<file path="config.mk">
export PLATFORM = sky130hd
export DESIGN_NAME = age_issue_buf
export DESIGN_NICKNAME = d
export VERILOG_FILES = /design/src/rtl/age_issue_buf.sv
export SDC_FILE = /design/constraint.sdc
export NUM_CORES = 1
export LEC_CHECK = 0
export CORE_MARGIN = 1.5
export CORE_UTILIZATION = 58
export DETAILED_ROUTE_END_ITERATION = 10
export GPL_TIMING_DRIVEN = 1
export PLACE_DENSITY = 0.8
export SLEW_MARGIN = 20
export SYNTH_ARGS = -nofsm -noshare
export SYNTH_HDL_FRONTEND = slang
export SYNTH_SLANG_ARGS = --single-unit
</file>
<file path="constraint.sdc">
create_clock -name clk -period 4.3 [get_ports clk]
set_input_delay 1.29 -clock clk [delete_from_list [all_inputs] [get_ports clk]]
set_output_delay 1.29 -clock clk [all_outputs]
set_load 0.005 [all_outputs]
</file>
<file path="src/rtl/age_issue_buf.sv">
`timescale 1ns/1ps
`default_nettype none
// ============================================================================
// Module      : age_issue_buf
// Description : Age-ordered issue buffer. Picks the oldest valid+ready entry
//               for a valid/ready issue port.
// Revision    : 1.0 - initial release
// ============================================================================
module age_issue_buf #(
    parameter int WIDTH  = 4,
    parameter int DATA_W = 8,
    localparam int IDX_W = $clog2(WIDTH)
) (
    input  logic                       clk,
    input  logic                       rst_n,
    input  logic                       flush,
    input  logic                       alloc_vld,
    output logic                       alloc_rdy,
    input  logic [DATA_W-1:0]          alloc_data,
    input  logic                       alloc_ready,
    input  logic [WIDTH-1:0]           wake_vec,
    output logic                       iss_vld,
    input  logic                       iss_rdy,
    output logic [DATA_W-1:0]          iss_data,
    output logic [IDX_W-1:0]           iss_idx,
    output logic [$clog2(WIDTH+1)-1:0] occupancy
);

    localparam int OCC_W = $clog2(WIDTH + 1);

    logic [WIDTH-1:0]                r_valid;
    logic [WIDTH-1:0]                r_ready;
    logic [WIDTH-1:0][DATA_W-1:0]    r_data;
    logic [WIDTH-1:0][WIDTH-1:0]     r_age;
    logic [OCC_W-1:0]                r_occupancy;

    logic [WIDTH-1:0]                w_cand;
    logic [WIDTH-1:0]                w_sel;
    logic [WIDTH-1:0]                w_alloc_oh;
    logic [WIDTH-1:0]                w_alloc_set;
    logic [WIDTH-1:0]                w_issue_clr;
    logic [WIDTH-1:0]                w_valid_nxt;
    logic [WIDTH-1:0]                w_ready_nxt;
    logic [WIDTH-1:0][WIDTH-1:0]     w_age_nxt;
    logic [OCC_W-1:0]                w_occ_nxt;
    logic [DATA_W-1:0]               w_iss_data;
    logic [IDX_W-1:0]                w_iss_idx;
    logic                            w_alloc_fire;
    logic                            w_issue_fire;

    assign w_cand = r_valid & r_ready;

    // Slot i wins when it is older than every other candidate.
    generate
        for (genvar gi = 0; gi < WIDTH; gi++) begin : g_sel
            assign w_sel[gi] = w_cand[gi] &&
                ((w_cand & ~r_age[gi] & ~(WIDTH'(1) << gi)) == '0);
        end
    endgenerate

    always_comb begin
        w_iss_data = '0;
        w_iss_idx  = '0;
        for (int i = 0; i < WIDTH; i++) begin
            if (w_sel[i]) begin
                w_iss_data = w_iss_data | r_data[i];
                w_iss_idx  = w_iss_idx | IDX_W'(i);
            end
        end
    end

    assign iss_vld   = |w_cand;
    assign iss_data  = w_iss_data;
    assign iss_idx   = w_iss_idx;
    assign alloc_rdy = ~&r_valid;
    assign occupancy = r_occupancy;

    // Lowest clear bit of r_valid as a one-hot (zero when full).
    assign w_alloc_oh   = ~r_valid & (r_valid + WIDTH'(1));
    assign w_alloc_fire = alloc_vld & alloc_rdy;
    assign w_issue_fire = iss_vld & iss_rdy;
    assign w_alloc_set  = w_alloc_fire ? w_alloc_oh : '0;
    assign w_issue_clr  = w_issue_fire ? w_sel : '0;

    assign w_valid_nxt = (r_valid & ~w_issue_clr) | w_alloc_set;
    assign w_ready_nxt = ((r_ready | (wake_vec & r_valid)) & ~w_issue_clr & ~w_alloc_set)
                       | (w_alloc_set & {WIDTH{alloc_ready}});

    // New entry becomes younger than everything currently valid.
    always_comb begin
        for (int i = 0; i < WIDTH; i++) begin
            for (int j = 0; j < WIDTH; j++) begin
                w_age_nxt[i][j] = r_age[i][j];
                if (w_alloc_set[i]) w_age_nxt[i][j] = 1'b0;
                if (w_alloc_set[j]) w_age_nxt[i][j] = r_valid[i];
            end
        end
    end

    always_comb begin
        w_occ_nxt = '0;
        for (int i = 0; i < WIDTH; i++) begin
            w_occ_nxt = w_occ_nxt + OCC_W'(w_valid_nxt[i]);
        end
    end

    always_ff @(posedge clk) begin
        if (!rst_n) begin
            r_valid     <= '0;
            r_ready     <= '0;
            r_data      <= '0;
            r_age       <= '0;
            r_occupancy <= '0;
        end else if (flush) begin
            r_valid     <= '0;
            r_ready     <= '0;
            r_occupancy <= '0;
        end else begin
            r_valid     <= w_valid_nxt;
            r_ready     <= w_ready_nxt;
            r_age       <= w_age_nxt;
            r_occupancy <= w_occ_nxt;
            for (int k = 0; k < WIDTH; k++) begin
                if (w_alloc_set[k]) r_data[k] <= alloc_data;
            end
        end
    end

    generate
        for (genvar gi = 0; gi < WIDTH; gi++) begin : g_inv_row
            for (genvar gj = gi + 1; gj < WIDTH; gj++) begin : g_inv_col
                a_age_antisym : assert property (@(posedge clk) disable iff (!rst_n)
                    (r_valid[gi] && r_valid[gj]) |-> (r_age[gi][gj] != r_age[gj][gi]));
            end
        end
    endgenerate

endmodule
`default_nettype wire

</file>
### Word level (Yosys, flattened, before mapping)

Index checks and enable logic that the tools add are counted.

* register bits: 58
* logic and storage cells: 107
* input bits: 18

* reduce and logical (&&, ||, !) cells: 28
* muxes and demuxes: 25
* bitwise gates (word level): 28
* add/subtract/negate cells: 4

Operator list (count)
* $and 4x4->4: 10
* $mux 8: 4
* $not 4->4: 6
* $or 8x8->8: 3
* $reduce_and 2->1: 10
* $mux 1: 17
* $logic_not 4->1: 4
* $or 4x4->4: 3
* $reduce_bool 2->1: 6
* $mux 4: 2
* $add 4x1->4 const B: 1
* $logic_and 1x1->1: 4
* $mux 2: 2
* $reduce_and 4->1: 1
* $reduce_or 4->1: 1
* $add 2x1->3: 1
* $add 3x1->3: 1
* $and 3x3->3: 1
* $not 3->3: 1
* $add 1x1->2: 1
* $and 1x1->1: 2
* $not 1->1: 2
* $reduce_or 2->1: 1
* $logic_not 1->1: 1

### Logic depth before layout (Yosys ltp)

* depth after elaboration: 11
* gate-level depth with buffers: 10
* gate-level depth less buffers: 8

### Worst setup path before layout

Ideal clock, no wire load.

* kind: input port to flip-flop
* from: in alloc_vld
* to: reg r_occupancy[1], in the netlist occupancy[1]
* slack: 1254 ps
* stages: 8
* required time: 4185 ps
* arrival: 2931 ps
* buffers on the path: 1
* path through: buf_4 -> nand2_2 -> nor3_1 -> or2_2 -> fa_1 -> ha_1 -> ha_1 -> and2_1

RTL lines
* start: declaration: line 17 `input logic alloc_vld,`
* $and 1x1->1: line 80 `assign w_alloc_fire = alloc_vld & alloc_rdy;`
* $mux 4: line 82 `assign w_alloc_set = w_alloc_fire ? w_alloc_oh : '0;`
* $or 4x4->4: line 85 `assign w_valid_nxt = (r_valid & ~w_issue_clr) | w_alloc_set;`
* net w_valid_nxt[3]: line 42 `logic [WIDTH-1:0] w_valid_nxt;`
* $add 3x1->3: line 103 `w_occ_nxt = w_occ_nxt + OCC_W'(w_valid_nxt[i]);`
* net w_occ_nxt[1]: line 45 `logic [OCC_W-1:0] w_occ_nxt;`
* end signal: assignment: line 122 `r_occupancy <= w_occ_nxt;`
* end: declaration: line 35 `logic [OCC_W-1:0] r_occupancy;`

The timed path passes the listed nets, and every way through them passes these cells.
A chain may end at the register's enable or synchronous reset.

### Worst setup path after layout

* from: reg r_valid[1]
* to: out iss_data[4]

* word-level cells in the longest chain between the ends: 11

Ends and longest elaborated chain
* start: declaration: line 31 `logic [WIDTH-1:0] r_valid;`
* start signal: assignment: line 119 `r_valid <= w_valid_nxt;`
* $and 4x4->4 *: line 51 `assign w_cand = r_valid & r_ready;`
* $and 4x4->4: line 57 `((w_cand & ~r_age[gi] & ~(WIDTH'(1) << gi)) == '0);`
* $logic_not 4->1: line 57
* $logic_and 1x1->1: line 56 `assign w_sel[gi] = w_cand[gi] &&`
* $mux 8: line 65 `if (w_sel[i]) begin`
* $or 8x8->8: line 66 `w_iss_data = w_iss_data | r_data[i];`
* $mux 8: line 65
* $or 8x8->8: line 66
* $mux 8: line 65
* $or 8x8->8: line 66
* $mux 8 *: line 65
* end: declaration: line 24 `output logic [DATA_W-1:0] iss_data,`

Mark *: on every way between the ends. The rest lies on a longest branch, timed or not.

==> run metrics <==
Worst-Margin Slew 0.826 ns; predominant post-synthesis flop cell dfxtp_1; postcts setup bufs 0; worst-path maximum fanout 15; combinational power share 7.0%; Post-Syn Instances 279; Pins Over Slew Limit 0; routed len/inst 15.9 um; Synth Area in Compound Gates 25.9%; Max Root-Sink Buffers 2; fin cells 351; initial antenna violation count 0; most frequent cells in the layout 56 x nand2_1, 55 x dfxtp_1, 32 x clkdlybuf4s50_1; Sw Pwr 196 uW; routed vias/inst 5.87; placed insts 343; Multi-input gate area 0.00124 mm^2; sequential fraction of the synthesis area 45.0%; unrepaired setup endpoints after global routing no; multiplexer share of the synthesized area 0.818%; CP required 3.01 ns; final hold vios 0; Buffers on Ports 32; Routed WL 5.57 mm; Peak Freq 260 MHz; Root Driver clkbuf_8; post-CTS sizing 0; core box area 0.00403 mm^2; DP HPWL 3.69 mm; commonest non-fill, non-tap cell in the layout nand2_1; gpl congestion 0.833; Async SR Flop Fraction 0%; final setup vio count 0; crit end category output pin; Setup TNS Final 0 ns; full die area 0.00462 mm^2; Simple-Gate Fraction of Synth Area 22.0%; Num CTS Buffers 5; Die Span Y 68.0 um; Syn Area/Cell 8.77 um^2; worst vdd ir 226 uV; arrival time at the worst endpoint 2.55 ns; leakage 1.06 nW; clock share of power 34.3%; Synth cell types 47; post-synthesis xor/xnor area fraction 0%; Cell Int Power 691 uW; Max-Cap Viols 0; critical path type reg2out; TritonCTS clock tree done; DR DRC count 0; pwr dens 311 mW/mm^2; switch share 22.0%; number of synthesized flops with an enable pin 0; Rows 23; number of fillers in the final layout 317; Worst slew margin 44.7%; largest family of logic cells by synthesized area compound AO/OA/AOI/OAI gates; Reg clk slew, reported paths 0.09 ns; register area 0.00110 mm^2; syn nets 300; Area growth syn-to-layout 16.6%; result of the run finished clean; die width 68.0 um; first-pass GRT wire length 8.54 mm; Via Count 2,061; critical path startpoint category flop; register share of total power 58.8%; clk_skew 0.00908 ns; number of synthesized register bits 55; I/O Pins 33; worst skew pair latency 0.31 ns; Hold Crit Class reg2reg; synthesized area 0.00245 mm^2; antenna cells 0; grt ovf 0; total track usage 25.0%; Sink Count 55; min cycle time layout 3.84 ns; final period utilization 89.3%; Detail Route Antenna Nets 0; largest net degree at the start of global routing 39; vias in the first global route 1,718; final core utilization 70.8%; layout cell share with drive strength beyond 1 6.98%; Initial Util 60.7%; Yosys warning total 0; cts hold-fix bufs 0; Max H-tree Level 2; First-pass DRT Iterations 4; Synth Area in Adders 1.84%; DRT iter0 DRCs 144; post-layout net count 321
==> power by group through the flow <==
stage                     clock (mW)  sequential, mW  combinational (mW)
final                          0.304           0.521              0.0617
after global routing           0.330           0.522              0.0670
after CTS                      0.312           0.521              0.0616
after detailed placement           0           0.533              0.0616
after global placement             0           0.533              0.0609
after floorplan                    0           0.531              0.0327
==> logic make-up (layout without fill, tap and decap cells) <==
group | after synthesis | count (layout)
flip-flops | 55 | 55
multiplexers | 2 | 2
AND/OR/NAND/NOR | 110 | 110
AO/OA/AOI/OAI | 86 | 86
buffers and inverters | 23 | 45
adder cells (fa/ha/maj) | 3 | 3
==> state kept, by name, indices dropped and copies added (netlist names) <==
register and cells:
occupancy 3, r_data 32, r_valid 4, r_ready 4, r_age 12
==> path summary, 6_finish.rpt <==
kind                                             start                      end  slack [ns]  cells past startpoint
worst max-delay path             r_valid[1]$_SDFF_PP0_              iss_data[4]        0.46                      6
worst min-delay path            r_age[13]$_SDFFE_PN0P_   r_age[13]$_SDFFE_PN0P_        0.46                      2
worst max register to register   r_valid[3]$_SDFF_PP0_  occupancy[1]$_SDFF_PP0_        1.33                      8
worst min register to register  r_age[13]$_SDFFE_PN0P_   r_age[13]$_SDFFE_PN0P_        0.46                      2
==> synth_stat cells, drive strengths merged, types with 3 or more instances <==
cell / number / share of area (%)
nand3b: 6 / 1.8
a21oi: 5 / 1.0
a22oi: 16 / 4.9
nor3: 4 / 0.82
nand2: 58 / 9.1
o2111a: 3 / 1.4
and2: 8 / 2.0
buf: 16 / 3.4
a31o: 3 / 1.1
o21a: 3 / 0.92
o21ai: 15 / 3.1
or2: 4 / 1.0
a22o: 8 / 2.9
nor2: 6 / 0.92
dfxtp: 55 / 45
a21boi: 23 / 7.1
nand3: 11 / 2.2
clkbuf: 6 / 0.92
==> through the flow <==
step	hold WS, ns	setup slack (ns)	instance area, um^2	power, mW
final	0.460	0.459	2850	0.887
after global routing	0.475	0.301	2850	0.920
after CTS	0.458	0.443	2850	0.895
after detailed placement	0.446	0.557	2750	0.595
after global placement	0.438	0.653	2750	0.594
after floorplan	0.427	1.25	2450	0.563
==> cell type report <==
cell class,count,share of cell area [%]
well taps,50,2.19
repair buffers,36,12.3
clock buffers,8,3.51
flip-flops and latches,55,38.6
multi-input cells,201,43.3
inverters,1,0.132
==> critical path, stage by stage (launching register included) <==
cell	delay, ns
dfxtp_1	0.48
and3b_1	0.26
a2111oi_2	0.52
buf_4	0.27
a22oi_1	0.10
nand2_1	0.11
clkdlybuf4s50_1	0.50
==> per-layer routing <==
layer	track usage (%)	wire length, um
met5	0	0
met4	6.75	38
met3	3.95	269
met2	37.0	2500
met1	37.5	2750
No activity file was read; power rests on OpenSTA's default activity.
